$ cat config.mk
export PLATFORM = sky130hd
export DESIGN_NAME = video_source_mux
export DESIGN_NICKNAME = d
export VERILOG_FILES = /design/src/rtl/video_mux_pkg.sv /design/src/rtl/vsel_sync.sv /design/src/rtl/video_source_mux.sv
export SDC_FILE = /design/constraint.sdc
export NUM_CORES = 1
export LEC_CHECK = 0
export BUFFER_PORTS_ARGS = -buffer_cell sky130_fd_sc_hd__buf_2
export CAP_MARGIN = 20
export CORE_AREA = 4 4 137 139
export DETAILED_ROUTE_END_ITERATION = 12
export DIE_AREA = 0 0 141 143
export PLACE_DENSITY = 0.49
export SYNTH_ARGS = -nofsm -noshare
export SYNTH_HDL_FRONTEND = slang
export SYNTH_SLANG_ARGS = --single-unit
$ cat constraint.sdc
create_clock -name iClk -period 3.5 [get_ports iClk]
set_input_delay 0.7 -clock iClk [delete_from_list [all_inputs] [get_ports iClk]]
set_output_delay 0.7 -clock iClk [all_outputs]
set_load 0.02 [all_outputs]
$ cat src/rtl/video_mux_pkg.sv
// rtl/video_mux_pkg.sv - shared types, pack widths, fill defaults and one-hot check for the video source mux
package video_mux_pkg;

  typedef enum logic [1:0] {
    ST_ACTIVE = 2'd0,
    ST_BLANK  = 2'd1,
    ST_SWITCH = 2'd2,
    ST_HOLD   = 2'd3
  } vmux_state_t;

  localparam int COMP_W = 8;
  localparam int G_HI_W = 5;
  localparam int G_LO_W = 3;

  localparam logic [11:0] FILL_R_DEF = 12'hFF0;
  localparam logic [11:0] FILL_G_DEF = 12'hFF0;
  localparam logic [11:0] FILL_B_DEF = 12'h000;

  function automatic logic is_onehot(input logic [15:0] v);
    return (v != 16'd0) && ((v & (v - 16'd1)) == 16'd0);
  endfunction

endpackage

$ cat src/rtl/vsel_sync.sv
// rtl/vsel_sync.sv - blanking-qualified select latch: FSM, blank counter, select register and error flag
module vsel_sync
  import video_mux_pkg::*;
#(
  parameter int NUM_SRC    = 8,
  parameter int BLANK_WAIT = 50
) (
  input  logic               clk_i,
  input  logic               rst_ni,
  input  logic               fval_i,
  input  logic [NUM_SRC-1:0] select_i,
  output logic [NUM_SRC-1:0] active_sel_o,
  output logic               switch_pulse_o,
  output logic               sel_error_o
);

  localparam int              CNT_W   = $clog2(BLANK_WAIT + 1);
  localparam logic [CNT_W-1:0] CNT_MAX = CNT_W'(BLANK_WAIT);

  vmux_state_t        state_q;
  logic [CNT_W-1:0]   cnt_q;
  logic [NUM_SRC-1:0] active_q;
  logic               err_q;
  logic               pulse_q;
  logic               sel_ok;

  assign sel_ok = is_onehot(16'(select_i));

  always_ff @(posedge clk_i) begin
    if (!rst_ni) begin
      state_q  <= ST_ACTIVE;
      cnt_q    <= '0;
      active_q <= '0;
      err_q    <= 1'b0;
      pulse_q  <= 1'b0;
    end else begin
      pulse_q <= 1'b0;
      case (state_q)
        ST_ACTIVE: begin
          cnt_q <= '0;
          if (!fval_i) state_q <= ST_BLANK;
        end
        ST_BLANK: begin
          if (fval_i) begin
            state_q <= ST_ACTIVE;
            cnt_q   <= '0;
          end else begin
            // Counter stops at CNT_MAX, so it can never wrap.
            cnt_q <= cnt_q + 1'b1;
            if (cnt_q == CNT_MAX - 1'b1) state_q <= ST_SWITCH;
          end
        end
        ST_SWITCH: begin
          if (sel_ok) begin
            active_q <= select_i;
            err_q    <= 1'b0;
            pulse_q  <= (select_i != active_q);
          end else begin
            err_q <= 1'b1;
          end
          if (fval_i) begin
            state_q <= ST_ACTIVE;
            cnt_q   <= '0;
          end else begin
            state_q <= ST_HOLD;
          end
        end
        ST_HOLD: begin
          if (fval_i) begin
            state_q <= ST_ACTIVE;
            cnt_q   <= '0;
          end
        end
        default: begin
          state_q <= ST_ACTIVE;
          cnt_q   <= '0;
        end
      endcase
    end
  end

  assign active_sel_o   = active_q;
  assign switch_pulse_o = pulse_q;
  assign sel_error_o    = err_q;

endmodule

$ cat src/rtl/video_source_mux.sv
// rtl/video_source_mux.sv - N-input pixel source selector and LCD write-word packer; VIDEO_MUX_MUTE_ON_SWITCH_EN mutes the first frame after a switch
module video_source_mux
  import video_mux_pkg::*;
#(
  parameter int               NUM_SRC    = 8,
  parameter int               PIX_W      = 12,
  parameter int               BLANK_WAIT = 50,
  parameter logic [PIX_W-1:0] FILL_R     = PIX_W'(FILL_R_DEF),
  parameter logic [PIX_W-1:0] FILL_G     = PIX_W'(FILL_G_DEF),
  parameter logic [PIX_W-1:0] FILL_B     = PIX_W'(FILL_B_DEF)
) (
  input  logic                     iClk,
  input  logic                     iRst_n,
  input  logic                     iFval,
  input  logic [NUM_SRC-1:0]       iSelect,
  input  logic [NUM_SRC*PIX_W-1:0] iPix_R,
  input  logic [NUM_SRC*PIX_W-1:0] iPix_G,
  input  logic [NUM_SRC*PIX_W-1:0] iPix_B,
  input  logic [NUM_SRC-1:0]       iPix_Valid,
  input  logic [7:0]               iGray,
  output logic [15:0]              oWr1_data,
  output logic [15:0]              oWr2_data,
  output logic                     oWr_data_valid,
  output logic [NUM_SRC-1:0]       oActive_Sel,
  output logic                     oSel_Error
);

  logic [NUM_SRC-1:0] active_sel;
  logic               switch_pulse;
  logic               muted;
  logic               pix_unused;

  vsel_sync #(
    .NUM_SRC    (NUM_SRC),
    .BLANK_WAIT (BLANK_WAIT)
  ) u_vsel_sync (
    .clk_i          (iClk),
    .rst_ni         (iRst_n),
    .fval_i         (iFval),
    .select_i       (iSelect),
    .active_sel_o   (active_sel),
    .switch_pulse_o (switch_pulse),
    .sel_error_o    (oSel_Error)
  );

`ifdef VIDEO_MUX_MUTE_ON_SWITCH_EN
  logic mute_q;
  logic fval_q;

  // The pulse covers the first cycle after the switch, before mute_q catches up.
  assign muted = mute_q | switch_pulse;

  always_ff @(posedge iClk) begin
    if (!iRst_n) begin
      mute_q <= 1'b0;
      fval_q <= 1'b0;
    end else begin
      fval_q <= iFval;
      if (switch_pulse)          mute_q <= 1'b1;
      else if (fval_q && !iFval) mute_q <= 1'b0;
    end
  end

  assign pix_unused = ^{iPix_R, iPix_G, iPix_B};
`else
  assign muted      = 1'b0;
  assign pix_unused = ^{iPix_R, iPix_G, iPix_B, switch_pulse};
`endif

  logic [COMP_W-1:0] r8, g8, b8;
  logic              vld;
  logic [15:0]       wr1_d, wr1_q, wr2_d, wr2_q;
  logic              vld_q;

  always_comb begin
    r8  = FILL_R[PIX_W-1 -: COMP_W];
    g8  = FILL_G[PIX_W-1 -: COMP_W];
    b8  = FILL_B[PIX_W-1 -: COMP_W];
    vld = iPix_Valid[0];
    for (int k = 0; k < NUM_SRC; k++) begin
      if (active_sel[k]) begin
        vld = iPix_Valid[k];
        if (iPix_Valid[k]) begin
          r8 = iPix_R[k*PIX_W + (PIX_W-COMP_W) +: COMP_W];
          g8 = iPix_G[k*PIX_W + (PIX_W-COMP_W) +: COMP_W];
          b8 = iPix_B[k*PIX_W + (PIX_W-COMP_W) +: COMP_W];
        end else begin
          r8 = '0;
          g8 = '0;
          b8 = '0;
        end
      end
    end
    if (muted) begin
      r8 = '0;
      g8 = '0;
      b8 = '0;
    end
    wr1_d = {iGray[7], g8[COMP_W-1 -: G_HI_W], b8, iGray[6:5]};
    wr2_d = {iGray[4], g8[G_LO_W-1:0], iGray[3:2], r8, iGray[1:0]};
  end

  always_ff @(posedge iClk) begin
    if (!iRst_n) begin
      wr1_q <= '0;
      wr2_q <= '0;
      vld_q <= 1'b0;
    end else begin
      wr1_q <= wr1_d;
      wr2_q <= wr2_d;
      vld_q <= vld;
    end
  end

  assign oWr1_data      = wr1_q;
  assign oWr2_data      = wr2_q;
  assign oWr_data_valid = vld_q;
  assign oActive_Sel    = active_sel;

endmodule

# Word level (Yosys, flattened, before mapping)
# Index checks and enable logic that the tools add are counted.
dict set report totals {
  word_cells 90
  output_inout_bits 42
  regBits 50
  inputBits 315
}
dict set report classes {
  eq_ne 8
  muxes 65
  n_reduce_logical 7
  bitwise 1
  addsub 2
}
# op n
set ops {}
lappend ops {{two-way mux 8 bit} 48}
lappend ops {{case mux 6 bit (3 select lines)} 1}
lappend ops {{bitwise AND 8 x 16 -> 16 bit} 1}
lappend ops {{logical NOT 16 bit} 1}
lappend ops {{two-way mux 6 bit} 2}
lappend ops {{two-way mux 2 bit} 5}
lappend ops {{subtractor 8 x 1 -> 9 bit, second input constant} 1}
lappend ops {{two-way mux 1 bit} 8}
lappend ops {{case mux 2 bit (4 select lines)} 1}
lappend ops {{nonzero test 8 bit} 1}
lappend ops {{adder 6 x 1 -> 6 bit, second input constant} 1}
lappend ops {{== test 6 bit, second input constant} 1}
lappend ops {{== test 2 bit, second input constant} 2}
lappend ops {{inequality test 2 bit, second input constant} 2}
lappend ops {{inequality test 3 x 2 -> 1 bit, second input constant} 1}
lappend ops {{AND reduction 3 bit} 1}
lappend ops {{== test 2 x 1 -> 1 bit, second input constant} 1}
lappend ops {{logical NOT 2 bit} 1}
lappend ops {{inequality test 2 x 1 -> 1 bit, second input constant} 1}
lappend ops {{AND reduction 2 bit} 1}
lappend ops {{OR reduction 2 bit} 1}
lappend ops {{logical AND 1 bit} 1}

# Depth between registers and ports, before layout
dict set report logic_depth {
  word_depth 9
  ltp_mapped 7
  mapped_depth_nobuf 6
}

# By module
# A second synthesis with hierarchy kept.
dict set report hier_totals {
  cells_unflattened 513
  hier_area_um2 3672.3
}
# module instances seq_area_each_um2 cells_each area_per_inst_um2
set by_module_without_submodules {}
lappend by_module_without_submodules {video_source_mux 1 660.6 401 2728.9}
lappend by_module_without_submodules {vsel_sync 1 360.3 112 943.4}

# Worst setup path after synthesis
# Ideal clock, no wire load.
dict set report synth_path {
  path_type {in2reg}
  startpoint {input iPix_Valid[0]}
  endpoint {register wr1_q[14] (netlist: oWr1_data[14])}
  path_slack_ns 1.497
  path_buffers 2
  arrival_ns 1.943
  setup_ns 0.060
  cell_stages 6
  required_ns 3.440
  cell_sequence {buf_2 > clkbuf_1 > nand2_1 > a221o_2 > a311oi_1 > o311a_1}
}
dict set report synth_between {
  elab_chain_cells 9
}
# element line
set synth_lines {}
lappend synth_lines {{start, declared} video_source_mux.sv:19} ;# input logic [NUM_SRC-1:0] iPix_Valid,
lappend synth_lines {{two-way mux 8 bit} video_source_mux.sv:83} ;# if (iPix_Valid[k]) begin
lappend synth_lines {{two-way mux 8 bit (8 in a row)} video_source_mux.sv:81} ;# if (active_sel[k]) begin
lappend synth_lines {{end signal, assigned} video_source_mux.sv:109} ;# wr1_q <= wr1_d;
lappend synth_lines {{end, declared} video_source_mux.sv:72} ;# logic [15:0] wr1_d, wr1_q, wr2_d, wr2_q;
# Every way passes these cells.
# A chain may end at the register's enable or synchronous reset.

# Worst setup path after layout
dict set report layout_path {
  startpoint {input iPix_Valid[5]}
  endpoint {register wr1_q[3] (netlist: oWr1_data[3])}
}
dict set report layout_between {
  elab_chain_cells 4
}
# element line
set layout_lines {}
lappend layout_lines {{two-way mux 8 bit} video_source_mux.sv:83}
lappend layout_lines {{two-way mux 8 bit (3 in a row)} video_source_mux.sv:81}
# Every way passes these cells.

==> flow_summary_export.csv <==
group,metric,value,unit
worst_setup_path,endpoint_kind,"register",
clocking,cts_sinks,50,
global_route,grtUsageMet2,0.241,
yosys,async_flop_share,0,
place,placed_cell_area,4970,µm²
clocking,cts.path.max_buffers,2,
yosys,syn_avg_cell_area,7.59,µm²
worst_setup_path,max_stage_delay,0.64,ns
routing,ant_nets,0,
pwr,p_int,1.04,mW
yosys,synth_compound_area_frac,0.330,
yosys,synth_top_family_by_area,"compound AO/OA/AOI/OAI gates",
pwr,swShare,0.250,
die,num_rows,49,
yosys,yosysTopAreaCell,"dfxtp_1",
global_route,antenna_found_initial,3,
die,io_pins,357,
clocking,cts-htree-levels,2,
global_route,grt_busiest_layer,"met2",
global_route,grt_max_degree,36,
clocking,root_buffer,"clkbuf_16",
worst_setup_path,arrival,2.69,ns
sta,grt_setup_unrepaired,"false",
clocking,post_cts_resized,0,
yosys,yosys.area_share.simple,0.275,
die,die-area,20200,µm²
yosys,synth_top_area_frac,0.283,
yosys,synthXorXnorAreaFrac,0,
yosys,yosys_warnings,0,
routing,drt_iter0_drc,287,
sta,tns,0,ns
pwr,p_seq_frac,0.425,
yosys,synth-edff-count,0,
die,dieHeight,143,µm
routing,drc,0,
worst_setup_path,start_kind,"input pin",
global_route,met3_usage,0.0308,
finish,nFillCells,1986,
finish,final_area,5140,µm²
worst_setup_path,worstPathCellList,"buf_2 -> and2_1 -> nor2b_1 -> a222oi_1 -> a31oi_1",
global_route,grt_pass1_wl,24500,µm
yosys,synthAdderAreaFrac,0.00709,
clocking,insertion_delay,0.29,ns
routing,drt-wirelength-per-cell,18.3,µm
sta,hold_viol_final,0,
yosys,seq_area_frac_synth,0.283,
global_route,overflow,0,
pwr,pwr-share-comb,0.171,
place,io_buffers,260,
yosys,ys_ff_latch,50,
pwr,p_sw,347,µW
min_path,hp-class,"register to register",
clocking,post_cts_buffers,0,
routing,viasPerCell,4.82,
sta,max_freq,406,MHz
global_route,grtUsageMet1,0.223,
finish,final_net_count,1009,
worst_setup_path,crit_type,"input pin to register",
clocking,numCtsBuffers,5,
worst_setup_path,critical_path_required,3.72,ns
clocking,cts_tree,"built",
die,fp.dieW,141,µm
global_route,grt_util_all_layers,0.156,
yosys,syn_nets,782,
sta,slew_headroom,0.514,
sta,skew,0.00649,ns
yosys,synth_top_flop_cell,"dfxtp_1",
run_status,status,"finished clean",
clocking,cts_hold_buf,0,
routing,routed-via-count,4449,
sta,setup_viol,0,
global_route,grt_pass1_vias,4237,
pwr,leakagePower,2.34,nW
worst_setup_path,crit_path_top_delay_cell,"and2_1",
routing,first_pass_iters,8,
finish,final_util,0.291,
finish,area_growth_syn_to_layout,45.6,%
sta,finalCritPeriodShare,0.703,
pwr,cellPowerDensity,270,nW/µm²
routing,drt_wl_total,16900,µm
yosys,synthesis.area,3530,µm²
pwr,clkPwrFrac,0.404,
sta,drv_slew,0,
place,dp_hpwl,13500,µm
flow_run,max_cap_violations,0,
place,gp_congestion,0.791,
clocking,clk_pin_slew,0.07,ns
yosys,synth.distinct_cells,47,
yosys,muxShareOfSynthArea,0.0322,
yosys,netlist_instances,465,
worst_setup_path,crit_fanout,17,
sta,worst_pin_slew,0.729,ns
die,initial_core_util,0.200,
sta,fin_crit,2.46,ns
pwr,peakVddDrop,0.000157,V
yosys,yosys.cell_count.top_type,"nand2_1",
finish,drive_gt1_frac,0.423,
yosys,synth_area_leaders,"dfxtp_1 28%, nand2_1 13%, a222oi_1 6.8%",
yosys,ys_top_cells_by_count,"123 x nand2_1, 50 x dfxtp_1, 39 x clkbuf_1",
die,core,17700,µm²
-- flip-flops by register name, indices dropped and copies added (netlist names) --
signal	flops
oWr1_data	16
oWr2_data	16
u_vsel_sync.active_sel_o	8
u_vsel_sync.cnt_q	6
u_vsel_sync.state_q	2
oWr_data_valid	1
u_vsel_sync.sel_error_o	1
-- path summary, 6_finish.rpt --
| kind | cells past startpoint | startpoint | to | slack [ns] |
|---|---|---|---|---|
| setup / recovery | 5 | iPix_Valid[5] | oWr1_data[3] | 1.04 |
| hold / removal | 2 | u_vsel_sync.cnt_q[5] | u_vsel_sync.cnt_q[5] | 0.50 |
| setup reg to reg | 4 | u_vsel_sync.active_sel_o[4] | oWr1_data[3] | 1.18 |
| hold reg to reg | 2 | u_vsel_sync.cnt_q[5] | u_vsel_sync.cnt_q[5] | 0.50 |
-- placed cells by master, fill, tap and decap left out, drive strengths merged, types with 14 or more instances in the layout --
| cell type | synthesis | final |
|---|---|---|
| buf | 14 | 273 |
| nand2 | 123 | 123 |
| dfxtp | 50 | 50 |
| a222oi | 24 | 24 |
| and3 | 16 | 16 |
| a21boi | 16 | 16 |
| a311oi | 16 | 16 |
| o311a | 16 | 16 |
| a221o | 16 | 16 |
| nor2 | 14 | 14 |
-- kinds of logic (layout without fill, tap and decap cells) --
| group | Yosys count | after routing |
|---|---|---|
| multiplexers | 11 | 11 |
| flip-flops | 50 | 50 |
| buffers and inverters | 56 | 284 |
| other | 0 | 1 |
| adder cells (fa/ha/maj) | 2 | 2 |
| AND/OR/NAND/NOR | 205 | 205 |
| AO/OA/AOI/OAI | 141 | 141 |
-- worst max-delay path: cells and delay by family --
kind / cells / cell delay (ns)
AOI/OAI and AO/OA: 2 / 0.44
buffers and inverters: 1 / 0.28
and+or+nand+nor: 2 / 1.27
-- routing by layer --
metal  wire length [µm]  up-vias
met1               7960     2054
met5                 34        -
li1                   -     2214
met3               1080       15
met2               7650      162
met4                209        4
-- layout make-up --
type / count / area (µm²) / area share
multi-input combinational: 359 / 2270 / 0.442
timing repair buffer: 273 / 1400 / 0.272
sequential: 50 / 1000 / 0.195
tap: 229 / 287 / 0.0557
clock buffer: 6 / 129 / 0.0251
clock inverter: 2 / 37.5 / 0.00730
inverter: 3 / 11.3 / 0.00219
antenna: 1 / 2.50 / 0.000487
-- power groups by stage --
stage / Clock (mW) / Combinational [mW] / Sequential (mW)
after floorplan: 0 / 0.0573 / 0.623
after global placement: 0 / 0.238 / 0.603
after detailed placement: 0 / 0.238 / 0.603
after CTS: 0.579 / 0.240 / 0.590
after global routing: 0.605 / 0.261 / 0.592
final: 0.561 / 0.238 / 0.590
-- per-stage QoR --
| step | cells | hold slack, ns | worst slack [ns] | power (mW) |
|---|---|---|---|---|
| 6_report | 923 | 0.502 | 1.04 | 1.39 |
| 5_1_grt | 923 | 0.539 | 0.916 | 1.46 |
| 4_1_cts | 922 | 0.506 | 1.06 | 1.41 |
| 3_5_place_dp | 914 | 0.495 | 0.748 | 0.842 |
| 3_3_place_gp | 914 | 0.493 | 0.743 | 0.841 |
| 2_1_floorplan | 465 | 0.472 | 1.50 | 0.681 |
Note: power is estimated with default switching activity, not from simulation.
